**src/rtl/counter_up_down_if.sv**
```systemverilog
// Control and status bundle for the up/down event counter.
// The controller drives direction/enable; consumers read count and wrap.
interface counter_up_down_if #(
    parameter int WIDTH = 8
);
    logic             up_down;
    logic             count_en;
    logic [WIDTH-1:0] count8;
    logic             carry;

    modport master (
        output up_down,
        output count_en,
        input  count8,
        input  carry
    );

    modport slave (
        input  up_down,
        input  count_en,
        output count8,
        output carry
    );
endinterface

```
**src/rtl/counter_up_down.sv**
```systemverilog
// Up/down binary counter with enable and a registered one-cycle wrap pulse.
// Both outputs come straight from flops; reset clears them asynchronously.
module counter_up_down #(
    parameter int WIDTH = 8
) (
    input  logic              clk,
    input  logic              reset_n,
    counter_up_down_if.slave  bus
);
    localparam logic [WIDTH-1:0] MAX = '1;
    localparam logic [WIDTH-1:0] ONE = WIDTH'(1);

    logic [WIDTH-1:0] count_q;
    logic [WIDTH-1:0] count_nxt;
    logic             carry_q;
    logic             carry_nxt;
    logic             inc;
    logic             dec;

    assign inc = bus.count_en & bus.up_down;
    assign dec = bus.count_en & ~bus.up_down;

    // The wrap test looks at the current value with the direction sampled
    // on this edge, so a direction flip never costs a cycle.
    always_comb begin
        count_nxt = count_q;
        carry_nxt = 1'b0;
        unique case (1'b1)
            inc: begin
                count_nxt = count_q + ONE;
                carry_nxt = (count_q == MAX);
            end
            dec: begin
                count_nxt = count_q - ONE;
                carry_nxt = (count_q == '0);
            end
            default: begin
                count_nxt = count_q;
                carry_nxt = 1'b0;
            end
        endcase
    end

    always_ff @(posedge clk or negedge reset_n) begin
        if (!reset_n) begin
            count_q <= '0;
            carry_q <= 1'b0;
        end else begin
            count_q <= count_nxt;
            carry_q <= carry_nxt;
        end
    end

    assign bus.count8 = count_q;
    assign bus.carry  = carry_q;
endmodule

```
**src/flat_wrapper.sv**
```systemverilog
// flat-port wrapper written by rule: the top's interface ports become plain ports
module counter_up_down_flat 
#(
    parameter int WIDTH = 8
)
  (clk, reset_n, bus_up_down, bus_count_en, bus_count8, bus_carry);
  counter_up_down_if #(.WIDTH(WIDTH)) bus_i ();
  input  logic clk;
  input  logic reset_n;
  input wire logic [$bits(bus_i.up_down)-1:0] bus_up_down;
  input wire logic [$bits(bus_i.count_en)-1:0] bus_count_en;
  output wire logic [$bits(bus_i.count8)-1:0] bus_count8;
  output wire logic [$bits(bus_i.carry)-1:0] bus_carry;
  assign bus_i.up_down = bus_up_down;
  assign bus_i.count_en = bus_count_en;
  assign bus_count8 = bus_i.count8;
  assign bus_carry = bus_i.carry;
  counter_up_down #(.WIDTH(WIDTH)) u_core (.clk(clk), .reset_n(reset_n), .bus(bus_i));
endmodule
```
**config.mk**
```make
export PLATFORM = sky130hd
export DESIGN_NAME = counter_up_down_flat
export DESIGN_NICKNAME = d
export VERILOG_FILES = /design/src/rtl/counter_up_down_if.sv /design/src/rtl/counter_up_down.sv /design/src/flat_wrapper.sv
export SDC_FILE = /design/constraint.sdc
export NUM_CORES = 1
export LEC_CHECK = 0
export ABC_AREA = 1
export BUFFER_PORTS_ARGS = -buffer_cell sky130_fd_sc_hd__buf_4
export CAP_MARGIN = 30
export CORE_AREA = 5 5 48 50
export CTS_CLUSTER_DIAMETER = 80
export DETAILED_ROUTE_END_ITERATION = 7
export DIE_AREA = 0 0 53 55
export HOLD_SLACK_MARGIN = 0.06
export PLACE_DENSITY = 0.73
export RECOVER_POWER = 100
export SYNTH_ARGS = -nofsm -noshare
export SYNTH_HDL_FRONTEND = slang
export SYNTH_SLANG_ARGS = --single-unit
```
**constraint.sdc**
```tcl
create_clock -name clk -period 1.8 [get_ports clk]
set_input_delay 0.18 -clock clk [delete_from_list [all_inputs] [get_ports clk]]
set_output_delay 0.18 -clock clk [all_outputs]
set_load 0.03 [all_outputs]
```
==> metrics.yaml, run 1 <==
floorplan:
  fp.dieH_um: 55
  start_util_pct: 41.06
  row_count: 16
  io_pins: 13
  core-area_mm2: 0.001862
  die_w_um: 53
  fp.dieArea_mm2: 0.002915
timing:
  setup_tns_ns: 0
  slew_violations: 0
  max_freq_mhz: 615.1
  worst_pin_slew_ns: 0.4413
  rsz0062_at_grt: "false"
  fin_crit_sh_pct: 90.32
  setup_viol: 0
  worst_hold_slack_ns: 0.3165
  hold_viol_final: 0
  relSlewSlack_pct: 70.58
  fin_worst_skew_ns: 0.003728
  period_needed_ns: 1.626
setup_path:
  critPathKind: "flip-flop to flip-flop"
  start_kind: "flip-flop"
  cp_num_buf_inv: 4
  crit_path_frequent_cell: "nand2_1"
  cp_cell_sequence: "inv_1 > nand2_1 > nand2_1 > inv_1 > ha_1 > inv_1 > nand2_1 > inv_1 > nor2_2 > nand2_1 > o21ai_0 > nand2_1 > nand3_1 > o21ai_1"
  cpLargestDelayFamily: "simple AND/OR/NAND/NOR gates"
  critPathMaxFanout: 5
  crit_slowest_cell: "dfrtp_2"
  setup.worst_path.end_class: "flip-flop"
  cp.required_ns: 1.94
  cpPeakStageDelay_ns: 0.41
  critPathArrivalTime_ns: 1.76
cells_and_area:
  fin_util_pct: 46.64
  design_area_um2: 868.3
  num_antenna_cells: 0
  area_delta_synth_final_pct: 13.58
  drive_gt1_share_pct: 16.67
  layout.nets: 132
clock_network:
  h-tree-depth: 1
  clkLatencyLatePin_ns: 0.26
  clockBufferDepth: 2
  cts.reportedPaths.clkPinSlew_ns: 0.06
  cts_made_buffers: 3
  cts_sinks: 9
  cts_root_buf: "clkbuf_4"
  cts_tree: "done"
status:
  status: "complete, no violations"
synthesis:
  synth_top_area_cell: "dfrtp_1"
  synthMuxAreaShare_pct: 0
  synthTopCellsByArea: "dfrtp_1, nand2_1, nand3_1"
  syn_area_per_cell_um2: 6.887
  syn-instance-count: 111
  synth-compound-area-share_pct: 8.511
  synth.top_cell.area_share_pct: 29.46
  synthSimpleGateAreaFrac_pct: 46.81
  yosys.area_share.adder_pct: 1.637
  yosysUniqueCellTypes: 26
  synth_nets: 116
  ys.warnings.count: 0
  ys_seq_area_share_pct: 29.46
  synth_top_family_by_area: "simple AND/OR/NAND/NOR gates"
  synth-xor-area-share_pct: 2.291
  synth_area_um2: 764.5
  ys_ff_latch: 9
global_routing:
  antenna_found_initial: 0
  grt-ovfl-total: 0
  grt_max_degree: 19
  grt_pass1_vias: 700
  grt_pass1_wl_mm: 2.877
  groute.usage.overall_pct: 13.61
routing:
  wl_met2_um: 858
  vias: 746
  top_layer: "met4"
  wirelength_mm: 1.659
  wl_met3_um: 63
  routedWlPerCell_um: 10.84
  viasPerCell: 4.876
  ant_nets: 0
  drtIter0Drc: 20
  drc: 0
  dr.pass1.iters: 4
  wl_met1_um: 702
placed_design:
  hpwl_mm: 1.350
  gp_congestion: 0.8317
  port-buffer-count: 12
  dpl_cell_area_um2: 863.3
pwr:
  clockPowerShare_pct: 11.2
  pwr-share-seq_pct: 30.3
  switchingPower_w: 0.0007336
  total_power_w: 0.001354
  p_sw_share_pct: 54.17
  combinationalPowerShare_pct: 58.5
  power_leakage_nw: 0.4420
  max-vdd-ir-drop_uv: 860.2
  powerDensity_mw_per_mm2: 1560
  p_int_w: 0.0006207
min_path:
  hold_path_class: "primary input to flip-flop"
run:
  drv_cap: 0
synthesized netlist by cell type:
master and number:
nand2_1 39, inv_1 13, nand3_1 13, dfrtp_1 9
nand2_2 5, nor2_1 5, o21ai_0 4, nand3_2 2
nand3b_1 2, nand4_1 2, o21ai_1 2, buf_6 1
clkbuf_8 1, ha_1 1, inv_2 1, inv_6 1
nand2_8 1, nor2_2 1, nor2_4 1, nor3_1 1
o211ai_1 1, o21bai_4 1, o41ai_1 1, or2_1 1
xnor2_1 1, xor2_1 1
path summary, 6_finish.rpt:
path	depth (start not counted)	slack (ns)	end	startpoint
max reg2reg	14	0.17	u_core.bus.count8[4]	u_core.bus.count8[1]
min reg2reg	2	0.58	u_core.bus.count8[6]	u_core.bus.count8[6]
min in group asynchronous	2	0.38	u_core.bus.count8[3]	reset_n
max	14	0.17	u_core.bus.count8[4]	u_core.bus.count8[1]
min	2	0.32	u_core.bus.count8[0]	bus_count_en
max in group asynchronous	2	1.09	u_core.bus.count8[1]	reset_n
worst register-to-register path, delay by kind of cell, from the launching register on:
kind            cells  cell delay, ns
simple gates        7            0.59
flops               1            0.41
buf+inv             4            0.21
compound gates      2            0.16
fa+ha+maj           1            0.13
area by class of cell:
class,count,area [µm²]
flip-flops and latches,9,226.5
repair buffers,13,66.31
clock buffers,3,22.52
well taps,27,33.78
multi-input cells,85,452.9
fillers,205,993.5
inverters,15,61.31
clock inverters,1,5.005
power groups by stage:
stage               logic (W)  clock network, W  registers (W)
floorplan            0.000457                 0       0.000553
global placement     0.000834                 0       0.000411
detailed placement   0.000852                 0       0.000411
CTS                  0.000857          0.000159       0.000407
global route         0.000892          0.000175       0.000423
finish               0.000793          0.000151       0.000410
stage by stage:
step	setup slack (ns)	cells
5_1_grt	0.01181	153
2_1_floorplan	0.2026	111
3_5_place_dp	0.1100	148
3_3_place_gp	0.1576	148
4_1_cts	0.1556	153
6_report	0.1742	153
cells by family (layout without fill, tap and decap cells):
logic type	after synthesis	count (layout)
AND/OR/NAND/NOR	73	73
buffers and inverters	17	32
AO/OA/AOI/OAI	9	9
XOR/XNOR	2	2
flip-flops	9	9
adder cells (fa/ha/maj)	1	1
metal layers:
layer	up-vias	global-route usage (%)
met5	-	0
met4	0	10.21
met3	4	1.609
met2	21	23.76
met1	333	15.27
li1	388	-
sequential cells by signal, indices dropped and copies added (netlist names):
signal             cells
u_core.bus.carry       1
u_core.bus.count8      8
cell usage in the layout (no fill, tap or decap), types with 2 or more instances in the layout:
cell type  instances
nand4_1            2
nand3_1           13
nor2_1             5
clkbuf_1           9
nand3_2            2
o21ai_1            2
clkbuf_4           3
nand3b_1           2
buf_4              3
nand2_1           39
nand2_2            5
inv_1             13
dfrtp_1            8
o21ai_0            4
timing repair:
action	4_1_cts	5_1_grt
gates resized for setup	0	1
endpoints found under the hold margin	9	0
buffers inserted	0	0
hold buffers	1	0
setup endpoints to repair	0	2
No activity file was read; power rests on OpenSTA's default activity.
==> inputs of run 2 (changes only) <==
Settings changed: CORE_AREA 5 5 48 50 to 5 5 44 46, DIE_AREA 0 0 53 55 to 0 0 49 51, PLACE_DENSITY 0.73 to 0.84.
==> metrics.yaml, run 2 (synthesized netlist as in run 1, its figures left out) <==
status:
  status: "complete, no violations"
timing:
  period_needed_ns: 1.614
  relSlewSlack_pct: 70.46
  hold_viol_final: 0
  worst_pin_slew_ns: 0.4431
  rsz0062_at_grt: "false"
  fin_crit_sh_pct: 89.67
  slew_violations: 0
  worst_hold_slack_ns: 0.3220
  setup_viol: 0
  fin_worst_skew_ns: 0.004574
  setup_tns_ns: 0
  max_freq_mhz: 619.5
floorplan:
  row_count: 14
  io_pins: 13
  core-area_mm2: 0.001471
  fp.dieH_um: 51
  fp.dieArea_mm2: 0.002499
  start_util_pct: 51.96
  die_w_um: 49
global_routing:
  grt_pass1_wl_mm: 2.829
  grt_max_degree: 19
  grt-ovfl-total: 0
  antenna_found_initial: 0
  groute.usage.overall_pct: 14.02
  grt_pass1_vias: 677
pwr:
  combinationalPowerShare_pct: 57.9
  max-vdd-ir-drop_uv: 1065
  clockPowerShare_pct: 11.0
  p_int_w: 0.0006156
  switchingPower_w: 0.0007244
  total_power_w: 0.001340
  powerDensity_mw_per_mm2: 1566
  p_sw_share_pct: 54.06
  pwr-share-seq_pct: 31.2
  power_leakage_nw: 0.4358
cells_and_area:
  layout.nets: 133
  final_cell_mix: "nand2_1, nand3_1, inv_1"
  num_antenna_cells: 0
  fin_util_pct: 58.16
  largest_reg_flops: 8
  final_common_cell: "nand2_1"
  area_delta_synth_final_pct: 11.95
  finalNonFillerCells: 143
  fill_cells: 142
  drive_gt1_share_pct: 16.54
routing:
  routedWlPerCell_um: 11.42
  drc: 0
  dr.pass1.iters: 4
  wirelength_mm: 1.633
  vias: 757
  viasPerCell: 5.294
  ant_nets: 0
  drtIter0Drc: 24
setup_path:
  critPathKind: "flip-flop to flip-flop"
  r2r_end: "u_core.bus.count8[4]"
  cp.required_ns: 1.92
  critPathArrivalTime_ns: 1.74
  crit_path_frequent_cell: "nand2_1"
  crit_slowest_cell: "dfrtp_2"
  cp_cell_sequence: "inv_2 > nand2_2 > nand2_1 > inv_1 > ha_1 > inv_1 > nand2_1 > inv_1 > nor2_2 > nand2_1 > o21ai_0 > nand2_1 > nand3_1 > o21ai_1"
  reg2reg_slack_ns: 0.19
  critPathMaxFanout: 5
  r2r-start: "u_core.bus.count8[1]"
  reg2reg_depth: 14
  start_kind: "flip-flop"
  setup.worst_path.end_class: "flip-flop"
  cpPeakStageDelay_ns: 0.42
min_path:
  hold_path_end: "u_core.bus.count8[1]"
  hold_path_class: "primary input to flip-flop"
  hold_depth: 3
  worstHoldStart: "bus_count_en"
run:
  drv_cap: 0
clock_network:
  clockBufferDepth: 2
  cts_sinks: 9
  cts_made_buffers: 3
  cts_root_buf: "clkbuf_4"
  h-tree-depth: 1
  cts.reportedPaths.clkPinSlew_ns: 0.06
  cts_tree: "done"
  clkLatencyLatePin_ns: 0.25
placed_design:
  gp_congestion: 0.8262
  hpwl_mm: 1.275
  dp.cells: 137
  port-buffer-count: 12
run 2: through the flow:
step	worst slack [ns]	instance area, µm²
floorplan	0.2026	764.5
global placement	0.1417	849.6
detailed placement	0.1015	849.6
CTS	0.1753	885.9
global route	0.009281	855.8
finish	0.1859	855.8
run 2: how the worst max path moves through the flow:
stage,end,start,cells after the start
2_1_floorplan,u_core.bus.count8[4],u_core.bus.count8[1],14
6_report,u_core.bus.count8[4],u_core.bus.count8[1],14
4_1_cts,u_core.bus.count8[4],u_core.bus.count8[1],14
3_5_place_dp,u_core.bus.count8[4],bus_up_down,16
3_3_place_gp,u_core.bus.count8[4],bus_up_down,16
5_1_grt,u_core.bus.count8[4],u_core.bus.count8[1],14
run 2: metal layers:
layer,GRT usage (%),wire length [µm]
met1,16.85,708
met2,23.70,817
met3,2.326,83
met4,8.072,24
met5,0,0
run 2: cell type report:
class	count	area (µm²)	share of cell area, %
sequential	9	226.5	26.46
timing repair buffer	14	70.07	8.187
inverter	15	61.31	7.164
tap	16	20.02	2.339
multi-input combinational	85	451.7	52.78
clock buffer	4	26.28	3.070
run 2: what timing repair did:
item | 4_1_cts | 5_1_grt
buffers inserted | 0 | 1
gates resized for setup | 0 | 4
endpoints found under the setup margin | 0 | 1
hold endpoints to repair | 9 | 0
hold buffers | 1 | 0
run 2: worst max-delay path: cells and delay by family (launching register included):
kind / cells / cell delay (ns)
flip-flops: 1 / 0.42
adder cells (fa/ha/maj): 1 / 0.13
AND/OR/NAND/NOR: 7 / 0.57
AO/OA/AOI/OAI: 2 / 0.16
buffers and inverters: 4 / 0.21
run 2: power groups by stage:
stage / registers [W] / logic (W) / clock network [W]
CTS: 0.000408 / 0.000853 / 0.000156
finish: 0.000417 / 0.000776 / 0.000147
detailed placement: 0.000413 / 0.000848 / 0
global route: 0.000433 / 0.000875 / 0.000173
global placement: 0.000409 / 0.000825 / 0
floorplan: 0.000553 / 0.000457 / 0
==> inputs of run 3 (changes only) <==
Settings changed: CELL_PAD_IN_SITES_DETAIL_PLACEMENT set to 0, CELL_PAD_IN_SITES_GLOBAL_PLACEMENT set to 1, CORE_AREA 5 5 44 46 to 5 5 51 53, DIE_AREA 0 0 49 51 to 0 0 56 58, PLACE_DENSITY 0.84 to 0.85.
==> metrics.yaml, run 3 (synthesized netlist as in run 1, its figures left out) <==
clock_network:
  clockBufferDepth: 2
  h-tree-depth: 1
  cts_made_buffers: 3
  cts_root_buf: "clkbuf_4"
  clkLatencyLatePin_ns: 0.28
  cts_tree: "done"
  cts_sinks: 9
  cts.reportedPaths.clkPinSlew_ns: 0.08
  post-cts-setup-buffers: 0
setup_path:
  r2r-start: "u_core.bus.count8[1]"
  cp.required_ns: 1.95
  cpPeakStageDelay_ns: 0.44
  cp_num_buf_inv: 4
  start_kind: "flip-flop"
  crit_cells: 14
  cp-startpoint: "u_core.bus.count8[1]"
  cpLargestDelayFamily: "simple AND/OR/NAND/NOR gates"
  critPathKind: "flip-flop to flip-flop"
  critPathArrivalTime_ns: 1.76
  crit_path_frequent_cell: "nand2_1"
  cp_cell_sequence: "inv_1 > nand2_1 > nand2_1 > inv_1 > ha_1 > inv_1 > nand2_1 > inv_1 > nor2_2 > nand2_1 > o21ai_0 > nand2_1 > nand3_1 > o21ai_1"
  crit_slowest_cell: "dfrtp_1"
  setup.worst_path.end_class: "flip-flop"
  reg2reg_depth: 14
  critPathMaxFanout: 5
cells_and_area:
  fill_cells: 233
  num_antenna_cells: 0
  final_cell_mix: "nand2_1, nand3_1, inv_1"
  design_area_um2: 859.6
  final_common_cell: "nand2_1"
  drive_gt1_share_pct: 14.96
  area_delta_synth_final_pct: 12.44
  finalNonFillerCells: 155
  fin_util_pct: 40.82
  largest_reg_flops: 8
  layout.nets: 133
placed_design:
  dpl_worst_slack_ns: 0.1311
  hpwl_mm: 1.405
  dpl_cell_area_um2: 872.1
  dp.cells: 150
  port-buffer-count: 12
  gp_congestion: 0.8377
routing:
  routedWlPerCell_um: 11.81
  ant_nets: 0
  drtIter0Drc: 14
  viasPerCell: 4.761
  wirelength_mm: 1.830
  dr.pass1.iters: 4
  drc: 0
  vias: 738
min_path:
  hold_depth: 2
  worstHoldStart: "bus_count_en"
  hold_path_class: "primary input to flip-flop"
floorplan:
  fp.dieH_um: 58
  fp.dieArea_mm2: 0.003248
  die_w_um: 56
  core-area_mm2: 0.002106
  row_count: 17
  start_util_pct: 36.30
  io_pins: 13
global_routing:
  grt_max_degree: 15
  groute.usage.overall_pct: 12.24
  antenna_found_initial: 0
  grt_pass1_wl_mm: 3.125
  grt_pass1_vias: 721
  grt-ovfl-total: 0
timing:
  setup_tns_ns: 0
  relSlewSlack_pct: 64.87
  finalWorstSetupSlack_ns: 0.1882
  max_freq_mhz: 620.4
  setup_viol: 0
  period_needed_ns: 1.612
  fin_worst_skew_ns: 0.01588
  worst_pin_slew_ns: 0.5269
  slew_violations: 0
  fin_crit_sh_pct: 89.55
  hold_viol_final: 0
  rsz0062_at_grt: "false"
status:
  status: "complete, no violations"
pwr:
  max-vdd-ir-drop_uv: 787.2
  powerDensity_mw_per_mm2: 1559
  power_leakage_nw: 0.4418
run:
  drv_cap: 0
## run 3: cell types whose count changed in the layout (fill, tap and decap cells not counted), sizes merged
cell | previous run | this run
clkinv | 0 | 1
clkbuf | 14 | 12
buf | 3 | 4
## run 3: metal layers
| metal | wire [µm] | part of all wire, % | up-vias | global-route usage [%] |
|---|---|---|---|---|
| li1 | - | - | 388 | - |
| met1 | 889 | 49 | 329 | 15.34 |
| met2 | 845 | 46 | 16 | 20.20 |
| met3 | 60 | 3.3 | 5 | 2.227 |
| met4 | 35 | 1.9 | 0 | 6.102 |
| met5 | 0 | 0 | - | 0 |
## run 3: timing repair
| action | 4_1_cts | 5_1_grt |
|---|---|---|
| hold endpoints to repair | 9 | 0 |
| resized for setup | 0 | 0 |
| hold buffers | 1 | 0 |
## run 3: layout make-up
type	instances	area (µm²)	area share, %
clock buffer	3	22.52	2.620
clock inverter	1	5.005	0.5822
inverter	15	61.31	7.132
multi-input combinational	85	436.7	50.80
sequential	9	225.2	26.20
tap	28	35.03	4.076
timing repair buffer	14	73.82	8.588
## run 3: worst paths after layout
check | to | slack [ns]
max in group asynchronous | u_core.bus.count8[4] | 1.06
setup reg to reg | u_core.bus.count8[4] | 0.19
hold / removal | u_core.bus.count8[2] | 0.19
min in group asynchronous | u_core.bus.count8[3] | 0.37
setup / recovery | u_core.bus.count8[4] | 0.19
hold reg to reg | u_core.bus.count8[6] | 0.59
## run 3: report_power, final
group,switching (W),internal [W]
Sequential,0.000125,0.000284
Combinational,0.000522,0.000237
Clock,0.0000898,0.0000825
Total,0.000737,0.000604
## run 3: through the flow
stage                     hold WS [ns]  power [W]
after global placement         0.01580   0.001256
after floorplan                -0.1156   0.001010
final                           0.1854   0.001340
after CTS                       0.1869   0.001444
after global routing            0.1979   0.001479
after detailed placement       0.01857   0.001268
